==> src/rtl/regs_wb_ctrl.sv <==
// regs_wb_ctrl: register-file writeback buffer and operand forwarding controller.
// Writebacks are queued in a small circular FIFO and drained into the register
// file whenever wr_hold is low. Decode reads are forwarded from the incoming
// writeback or the youngest matching buffered entry before falling back to the
// register file.
module regs_wb_ctrl #(
    parameter int DEPTH = 2
) (
    input  logic        clk,
    input  logic        rst,
    input  logic        wb_valid,
    output logic        wb_ready,
    input  logic [4:0]  wb_rd,
    input  logic [31:0] wb_data,
    input  logic        wr_hold,
    output logic [4:0]  rd,
    output logic [31:0] rd_wr_data,
    output logic        rd_wr_en,
    input  logic        rd_req,
    input  logic [4:0]  rs1_req,
    input  logic [4:0]  rs2_req,
    output logic        rs_rd_en,
    output logic [4:0]  rs1,
    output logic [4:0]  rs2,
    input  logic [31:0] rs1_rd_data,
    input  logic [31:0] rs2_rd_data,
    output logic [31:0] rs1_data,
    output logic [31:0] rs2_data,
    output logic        rs_data_valid
);

    localparam int PW = (DEPTH > 1) ? $clog2(DEPTH) : 1;
    localparam int CW = $clog2(DEPTH + 1);
    localparam logic [CW-1:0] FULL = CW'(DEPTH);
    localparam logic [PW-1:0] LAST = PW'(DEPTH - 1);

    logic [PW-1:0] head_q, head_d;
    logic [PW-1:0] tail_q, tail_d;
    logic [CW-1:0] count_q, count_d;
    logic [4:0]    idx_q  [DEPTH];
    logic [31:0]   data_q [DEPTH];

    logic          xfer;
    logic          push;
    logic          pop;

    logic [4:0]    srcIdx;
    logic [PW-1:0] pos;
    logic [31:0]   fwdData_d [2];
    logic          fwdRf_d   [2];

    logic          valid_q;
    logic [31:0]   fwd1_q, fwd2_q;
    logic          useRf1_q, useRf2_q;
    logic [31:0]   hold1_q, hold2_q;

    // Handshake, drain and read-request pass-through; reset forces the
    // buffer to look empty so nothing leaks out while it is being flushed.
    always_comb begin
        wb_ready   = rst || (count_q < FULL);
        xfer       = wb_valid && wb_ready && !rst;
        push       = xfer && (wb_rd != 5'd0);
        rd_wr_en   = !rst && (count_q != '0) && !wr_hold;
        pop        = rd_wr_en;
        rd         = (count_q != '0) ? idx_q[head_q]  : 5'd0;
        rd_wr_data = (count_q != '0) ? data_q[head_q] : 32'd0;
        rs_rd_en   = rd_req;
        rs1        = rs1_req;
        rs2        = rs2_req;
    end

    // Next pointer and occupancy; pointers step with explicit wrap at DEPTH-1.
    always_comb begin
        head_d  = head_q;
        tail_d  = tail_q;
        count_d = count_q;
        if (push) begin
            tail_d = (tail_q == LAST) ? '0 : tail_q + PW'(1);
        end
        if (pop) begin
            head_d = (head_q == LAST) ? '0 : head_q + PW'(1);
        end
        if (push && !pop) begin
            count_d = count_q + CW'(1);
        end else if (pop && !push) begin
            count_d = count_q - CW'(1);
        end
    end

    // Forwarding decision per source: incoming writeback first, then the
    // youngest live buffer entry (scanned oldest-to-youngest so the last hit
    // wins), otherwise defer to the register file's data next cycle.
    // DEPTH is a power of two, so head+k wraps naturally in PW bits.
    always_comb begin
        srcIdx = 5'd0;
        pos    = '0;
        for (int s = 0; s < 2; s++) begin
            srcIdx       = (s == 0) ? rs1_req : rs2_req;
            fwdData_d[s] = 32'd0;
            fwdRf_d[s]   = 1'b0;
            if (srcIdx == 5'd0) begin
                fwdData_d[s] = 32'd0;
            end else if (push && (wb_rd == srcIdx)) begin
                fwdData_d[s] = wb_data;
            end else begin
                fwdRf_d[s] = 1'b1;
                for (int k = 0; k < DEPTH; k++) begin
                    pos = head_q + PW'(k);
                    if ((CW'(k) < count_q) && (idx_q[pos] == srcIdx)) begin
                        fwdRf_d[s]   = 1'b0;
                        fwdData_d[s] = data_q[pos];
                    end
                end
            end
        end
    end

    // Operand outputs: selected source while valid, last shown value otherwise.
    always_comb begin
        rs_data_valid = valid_q;
        if (valid_q) begin
            rs1_data = useRf1_q ? rs1_rd_data : fwd1_q;
            rs2_data = useRf2_q ? rs2_rd_data : fwd2_q;
        end else begin
            rs1_data = hold1_q;
            rs2_data = hold2_q;
        end
    end

    // Buffer storage; contents need no reset because count gates visibility.
    always_ff @(posedge clk) begin
        if (!rst && push) begin
            idx_q[tail_q]  <= wb_rd;
            data_q[tail_q] <= wb_data;
        end
    end

    // Pointer/count state and the registered forwarding decision.
    always_ff @(posedge clk) begin
        if (rst) begin
            head_q   <= '0;
            tail_q   <= '0;
            count_q  <= '0;
            valid_q  <= 1'b0;
            fwd1_q   <= 32'd0;
            fwd2_q   <= 32'd0;
            useRf1_q <= 1'b0;
            useRf2_q <= 1'b0;
            hold1_q  <= 32'd0;
            hold2_q  <= 32'd0;
        end else begin
            head_q  <= head_d;
            tail_q  <= tail_d;
            count_q <= count_d;
            valid_q <= rd_req;
            if (rd_req) begin
                fwd1_q   <= fwdData_d[0];
                fwd2_q   <= fwdData_d[1];
                useRf1_q <= fwdRf_d[0];
                useRf2_q <= fwdRf_d[1];
            end
            if (valid_q) begin
                hold1_q <= rs1_data;
                hold2_q <= rs2_data;
            end
        end
    end

endmodule

==> config.mk <==
export PLATFORM = sky130hd
export DESIGN_NAME = regs_wb_ctrl
export DESIGN_NICKNAME = d
export VERILOG_FILES = /design/src/rtl/regs_wb_ctrl.sv
export SDC_FILE = /design/constraint.sdc
export NUM_CORES = 1
export LEC_CHECK = 0
export CAP_MARGIN = 20
export CORE_AREA = 2 2 150 152
export CTS_CLUSTER_DIAMETER = 200
export DETAILED_ROUTE_END_ITERATION = 7
export DIE_AREA = 0 0 152 154
export PLACE_DENSITY_LB_ADDON = 0.25
export SYNTH_ARGS = -nofsm -noshare
export SYNTH_HDL_FRONTEND = slang
export SYNTH_SLANG_ARGS = --single-unit
==> constraint.sdc <==
create_clock -name clk -period 6 [get_ports clk]
set_clock_uncertainty 0.15 [all_clocks]
set_input_delay 1.2 -clock clk [delete_from_list [all_inputs] [get_ports clk]]
set_output_delay 1.2 -clock clk [all_outputs]
set_load 0.01 [all_outputs]
---- After elaboration in Yosys (flattened, before gate mapping) ----
Memory sizes are Yosys's and may differ from the RTL's. A register that Yosys moved wholly into a read port is not among the register bits.
Index checks and enable logic that the tools add are counted.
storage, ports and cells
  register bits after elaboration ......... 135
  memory bits (writable) .................. 74
  bits of input ports ..................... 116
  output and inout port bits .............. 115
  word-level logic and storage cells ...... 81
  memories ................................ 2
operators by class
  add/sub/neg operators ................... 4
  magnitude comparators ................... 3
  equal/unequal tests ..................... 6
  mux-type cells .......................... 32
  reductions and logical operators ........ 24
memory list
  name    depth  width  rd ports  clocked after Yosys merged registers in  wr ports  line  source
  data_q  2      32     2         1                                        1         41    logic [31:0] data_q [DEPTH];
  idx_q   2      5      2         1                                        1         40    logic [4:0] idx_q [DEPTH];
operators with widths
  cell                   number
  $mux W32               13
  $eq A5 B5 Y1           6
  $mux W1                16
  $logic_and A1 B1 Y1    14
  $logic_not A5 Y1       2
  $mux W5                1
  $reduce_bool A5 Y1     1
  $logic_not A1 Y1       4
  $lt A1 B2 Y1 const A   2
  $mux W2                2
  $reduce_bool A2 Y1     2
  $add A1 B1 Y1 const B  2
  $add A2 B1 Y2 const B  1
  $lt A2 B2 Y1 const B   1
  $sub A2 B1 Y2 const B  1
  $logic_or A1 B1 Y1     1

---- Logic depth before layout (Yosys ltp) ----
Gate-level depths: netlist of the first run.
  word-level depth ........................ 9
  mapped depth ............................ 9
  depth with buffers taken out ............ 8

---- Least setup slack after synthesis of the first run ----
Ideal clock, no wire load.
  path type ............................... input to register
  from .................................... in rst
  to ...................................... mem data_q[0][0], enable pin
  setup time .............................. 0.436 ns
  data arrival time ....................... 3.382 ns
  data required time ...................... 5.414 ns
  setup slack ............................. 2.032 ns
  stages on the path ...................... 4
  buffers on the path ..................... 1
  path through ............................ clkbuf_1 -> nor2_1 -> o211a_4 -> nor2b_1
on the way
  cells in the longest elaborated chain, start to end .. 7
  elaborated cells between the ends (all ways) .. 8
  classes of those cells .................. mux (2); reduce/logical (6)
RTL lines
  element                          line  source
  from (decl)                      10    input logic rst,
  $logic_or A1 B1 Y1               60    wb_ready = rst || (count_q < FULL);
  $logic_and A1 B1 Y1              61    xfer = wb_valid && wb_ready && !rst;
  $logic_and A1 B1 Y1 *            61
  $logic_and A1 B1 Y1 *            62    push = xfer && (wb_rd != 5'd0);
  via push                         44    logic push;
  $logic_and A1 B1 Y1 *            132   if (!rst && push) begin
  $mux W1 *                        132
  $mux W1 (not written as such) *  134   data_q[tail_q] <= wb_data;
  to (decl)                        41
The timed path passes the listed nets; every way through them passes the cells marked *.

---- Worst setup path in the final report of the first run ----
  from .................................... reg valid_q, in the netlist rs_data_valid
  to ...................................... out rs2_data[12]
on the way
  cells in the longest elaborated chain, start to end .. 1
RTL lines
  element                 line  source
  from (decl)             52    logic valid_q;
  from (signal assigned)  155   valid_q <= rd_req;
  $mux W32                121   if (valid_q) begin
  to (decl)               28    output logic [31:0] rs2_data,
Every way passes these cells.

==> out/qor.txt, run 1 <==
status - finished clean
worst path required time - 4.65 ns
CTS clock-pin slew for the worst setup and hold paths - 0.06 ns
WP buf/inv - 2
DP Worst Slack - 1.88 ns
Rel. slew slack - 21.0%
Avg WL per Cell - 20.5 um
most frequent cells after synthesis - 137 x mux2i_1, 136 x dfxtp_1, 130 x a21oi_1
vias per cell - 5.76
setup bufs post-CTS - 0
Leakage - 4.81 nW
PD cells - 287 nW/um^2
die outline height - 154 um
largest net degree at the start of global routing - 83
Hold Fails Final Rpt - 0
slowest library cell on the worst path - dfxtp_4
DR iter-0 viols - 834
final setup TNS - 0 ns
crit end category - output pin
Synth cell types - 38
worst-path fanout max - 69
clk sinks - 210
Total Routing Usage GR - 26.3%
min Tclk post-route - 4.24 ns
Post-synth top flop - dfxtp_1
initial antenna violation count - 1
input/output buffers - 230
Yosys warning count - 0
CTS max path bufs - 3
register area share after synthesis - 46.4%
first-pass GRT wire length - 49300 um
Diodes inserted - 0
post-synth top area cell - dfxtp_1
maxcap violations - 0
fin worst setup slack - 1.76 ns
Root Driver - clkbuf_16
Syn Inst Count - 1083
post-detail-place hpwl - 21000 um
# setup viols final - 0
first drt pass iteration count - 5
H-tree depth - 1
slowest cell delay on critical path - 0.78 ns
final antenna-violating net count - 0
RePlAce Congestion - 0.863
Final period util - 70.7%
crit-path leading delay family - buffers and inverters
synth-to-layout area growth - 28.9%
Mapped Area - 10700 um^2
via count - 8935
startpoint types - register
Min-Delay Path Class - reg -> reg
CP cell instances - buf_4, nor2_1, a21oi_1, clkdlybuf4s50_1
CTS Hold Bufs - 0
Worst Tran Pin Value - 1.18 ns
core area - 21700 um^2
fmax - 236 MHz
# DRC - 0
global route overflow - 0
TritonCTS Buffers - 24
CP arrival - 2.89 ns
worst hold slack - 0.365 ns
Async SR Flop Fraction - 0%
die width - 152 um
CTS tree - yes
Initial Util - 49.2%
Final #Nets - 1373
share of cells above drive strength 1 - 8.02%
syn_area_per_cell - 9.85 um^2
num rows - 54
Top-Level Pins - 231
Max Slew Vio Count - 0
Die Area - 23400 um^2
EDFF count, synth - 74
Synth area leaders - dfxtp_1 26%, edfxtp_1 21%, mux2i_1 13%
final wirelength - 31900 um
critical path class - reg -> out
most frequent cell after synthesis - mux2i_1
post-synth top area share - 25.5%
clock latency on the worst-skew pair - 0.51 ns
#FFs+latches synth - 210
VDD IR max - 159 uV
syn nets - 1202
post_cts resized - 0
vias in the first global route - 8632
RSZ-0062 raised after global routing - no
## metrics by stage
step / instances / cell area (um^2) / total power [mW] / utilization (%)
4_1_cts: 1551 / 13700 / 3.97 / 63.3
5_1_grt: 1552 / 13800 / 4.10 / 63.4
6_report: 1552 / 13800 / 3.95 / 63.4
3_5_place_dp: 1507 / 12900 / 2.53 / 59.6
3_3_place_gp: 1507 / 12900 / 2.52 / 59.6
2_1_floorplan: 1083 / 10700 / 2.11 / -
## worst reg2reg max path, cell delays in order, from the launching register on
cell	delay, ns
dfxtp_2	0.57
mux2i_1	0.36
xnor2_1	0.12
nor4_2	0.33
nand3_2	0.74
o211ai_1	0.50
o21a_1	0.16
## routing by layer
layer,track usage [%],wire length [um],vias up
met5,0,16,-
met4,5.74,402,2
met3,5.36,2690,37
met2,41.3,14400,389
met1,37.8,14400,4285
li1,-,-,4222
## layout make-up
type,count,area (um^2)
Tap cell,280,350
Timing Repair Buffer,246,2440
Sequential cell,210,4950
Fill cell,1771,7930
Clock buffer,34,719
Inverter,3,11.3
Clock inverter,10,72.6
Multi-Input combinational cell,769,5210
## cell usage in the layout (no fill, tap or decap), drive strengths merged, types with 29 or more instances in the layout
master | netlist | final
a21oi | 130 | 130
a22o | 29 | 29
clkbuf | 58 | 34
clkdlybuf4s50 | 0 | 229
dfxtp | 136 | 136
edfxtp | 74 | 74
mux2i | 139 | 139
nand2b | 33 | 33
nor2 | 111 | 111
nor2b | 66 | 66
nor3 | 36 | 36
o211ai | 32 | 32
o21a | 34 | 34
o21ai | 95 | 95
## flip-flops by register name, indices dropped and copies added, names as in the netlist, named ones only
name	flops
data_q	64
fwd1_q	32
fwd2_q	32
hold1_q	32
hold2_q	32
idx_q	10
count_q	2
head_q	1
rs_data_valid	1
tail_q	1
useRf1_q	1
useRf2_q	1
## where the power goes
part           switching (mW)  leakage, nW  total [mW]  internal, mW
registers              0.0696         1.79        1.62          1.55
logic                   0.453         2.63       0.895         0.441
clock network           0.569        0.391        1.44         0.873
total                    1.09         4.81        3.95          2.86
## worst paths after layout
| kind | startpoint | endpoint | slack [ns] | depth (start not counted) |
|---|---|---|---|---|
| worst max-delay path | rs_data_valid | rs2_data[12] | 1.76 | 4 |
| worst min-delay path | fwd1_q[12] | fwd1_q[12] | 0.37 | 1 |
| worst max register to register | head_q | fwd2_q[27] | 3.02 | 6 |
| worst min register to register | fwd1_q[12] | fwd1_q[12] | 0.37 | 1 |
## cells by family after synthesis
logic type / after synthesis / synth area share, %
flip-flops: 210 / 46.4
AO/OA/AOI/OAI: 326 / 18.2
adder cells (fa/ha/maj): 3 / 0.352
buffers and inverters: 104 / 5.00
multiplexers: 139 / 13.1
AND/OR/NAND/NOR: 268 / 14.3
XOR/XNOR: 33 / 2.71
(Power assumes the default switching activity.)
==> inputs of run 2 (changes only) <==
- CORE_AREA: 2 2 150 152 -> 2 2 156 158
- DIE_AREA: 0 0 152 154 -> 0 0 158 160
- clock period: 6 -> 3.83 ns (I/O delays scaled with it)
==> run 2 against run 1 <==
Effect of this change:
- hold slack worse by 0.00087 ns
- flip-flop and latch count unchanged
- worst setup slack got worse by 1.5 ns
- global-route usage down 0.85 points
- cell area rose by 0.66%
- power up 54%
- clock power rose by 50%
- via count increased by 0.43%
- register-to-register slack got worse by 2.0 ns
- non-clock buffer count is 8 higher
- critical path type unchanged
- largest cell class unchanged
- highest routed layer is now met4
==> out/qor.txt, run 2 (synthesis gave the netlist of run 1 again) <==
RePlAce Congestion - 0.833 (-3.5%)
design area - 13800 um^2 (+0.66%)
Net Sw Power - 1.72 mW (+57%)
crit-path leading delay family - buffers and inverters
Rel. slew slack - 32.5% (+12 points)
CTS clock-pin slew for the worst setup and hold paths - 0.06 ns (about the same)
Clock Power Share - 35.4% (-1.1 points)
startpoint types - register
status - finished clean
Min-Delay Path Class - reg -> reg
CP arrival - 2.70 ns (-0.19 ns)
Int Pwr - 4.38 mW (+53%)
Root Driver - clkbuf_16
VDD IR max - 236 uV (+49%)
input/output buffers - 230 (unchanged)
R2R Setup Slk - 1.00 ns (-2.02 ns)
first-pass GRT wire length - 50300 um (+1.9%)
placed instance area - 13100 um^2 (+1.5%)
final setup TNS - 0 ns (unchanged)
slowest cell delay on critical path - 0.56 ns (-0.22 ns)
CTS Hold Bufs - 0 (unchanged)
fin worst setup slack - 0.217 ns (-1.54 ns)
first drt pass iteration count - 6 (+1)
post_cts resized - 0 (unchanged)
largest net degree at the start of global routing - 80 (-3.6%)
Max Slew Vio Count - 0 (unchanged)
final antenna-violating net count - 0 (unchanged)
switching part of the total - 28.2% (+0.57 points)
Hold Fails Final Rpt - 0 (unchanged)
CTS tree - yes
Fillers - 2097 (+18%)
Final #Nets - 1380 (+0.51%)
CP most frequent cell - inv_1
max reg flops - 64 (unchanged)
CTS max path bufs - 3 (unchanged)
commonest cells after routing, fill and taps aside - 229 x clkdlybuf4s50_1, 137 x mux2i_1, 131 x dfxtp_1, 130 x a21oi_1, 110 x nor2_1
initial antenna violation count - 0 (-1)
crit end category - output pin
CP cell instances - inv_1, ha_2, or3_1, inv_1, clkdlybuf4s50_1
# setup viols final - 0 (unchanged)
setup bufs post-CTS - 0 (unchanged)
WP buf/inv - 3 (+1)
DP Worst Slack - 0.436 ns (-1.44 ns)
die width - 158 um (+3.9%)
TritonCTS Buffers - 23 (-4.2%)
share of cells above drive strength 1 - 8.14% (+0.12 points)
final wirelength - 33000 um (+3.5%)
vias in the first global route - 8883 (+2.9%)
RSZ-0062 raised after global routing - no
Diodes inserted - 0 (unchanged)
Initial Util - 44.8% (-4.4 points)
commonest non-fill, non-tap cell in the layout - clkdlybuf4s50_1
Top-Level Pins - 231 (unchanged)
min Tclk post-route - 3.61 ns
global route overflow - 0 (unchanged)
via count - 8973 (+0.43%)
fmax - 277 MHz
Total Routing Usage GR - 25.5% (-0.85 points)
Avg WL per Cell - 20.6 um (+0.23%)
post-detail-place hpwl - 21600 um (+2.7%)
num rows - 57 (+5.6%)
Inst Count DP - 1560 (+3.5%)
PD cells - 440 nW/um^2 (+53%)
synth-to-layout area growth - 29.8%
maxcap violations - 0 (unchanged)
sequential power share - 41.2% (+0.3 points)
fin util - 58.1% (-5.3 points)
core area - 23800 um^2 (+9.8%)
# DRC - 0 (unchanged)
Worst Tran Pin Value - 1.01 ns (-0.173 ns)
clock latency on the worst-skew pair - 0.51 ns (about the same)
worst-path fanout max - 42 (-39%)
Final period util - 94.3%
worst path required time - 2.91 ns (-1.74 ns)
Biggest register - data_q
slowest library cell on the worst path - or3_1
DR iter-0 viols - 646 (-23%)
H-tree depth - 1 (unchanged)
clk sinks - 210 (unchanged)
vias per cell - 5.60 (-2.7%)
die outline height - 160 um (+3.9%)
combinational power share - 23.5% (+0.9 points)
Die Area - 25300 um^2 (+8.0%)
Final Non-Filler Cells - 1602 (+3.2%)
Leakage - 4.82 nW (+0.18%)
critical path class - reg -> out
run 2: changes by cell type in the layout (fill, tap and decap cells not counted), sizes merged:
cell / change
buf: +8
bufinv: +1
clkbuf: -4
inv: +1
run 2: through the flow:
step / power (mW) / hold slack, ns
after global placement: 3.97 / 0.346
after global routing: 6.33 / 0.392
final: 6.10 / 0.364
after CTS: 6.14 / 0.368
after floorplan: 3.30 / 0.291
after detailed placement: 3.99 / 0.355
run 2: worst paths after layout:
kind / to / startpoint / cells after the start
worst max-delay path: rd_wr_en / count_q[1] / 5
worst min-delay path: fwd1_q[7] / fwd1_q[7] / 1
worst min register to register: fwd1_q[7] / fwd1_q[7] / 1
worst max register to register: fwd2_q[23] / count_q[1] / 6
run 2: layout make-up:
class / instances / area (um^2) / share of cell area (%)
Sequential cell: 210 / 4950 / 35.8
Inverter: 3 / 11.3 / 0.0813
Timing Repair Buffer: 254 / 2540 / 18.4
Clock buffer: 30 / 612 / 4.42
Tap cell: 324 / 405 / 2.93
Clock inverter: 12 / 110 / 0.795
Multi-Input combinational cell: 769 / 5210 / 37.6
run 2: power by group through the flow:
| stage | Clock [mW] | Combinational [mW] | Sequential (mW) |
|---|---|---|---|
| after floorplan | 0 | 0.799 | 2.50 |
| after global placement | 0 | 1.42 | 2.55 |
| after detailed placement | 0 | 1.43 | 2.56 |
| after CTS | 2.19 | 1.44 | 2.51 |
| after global routing | 2.28 | 1.54 | 2.52 |
| final | 2.16 | 1.43 | 2.51 |
run 2: per-layer routing:
layer	GRT usage, %	share of wire (%)
met3	4.59	7.8
met1	37.1	46
met2	39.4	45
met5	0	0
met4	6.06	1.5
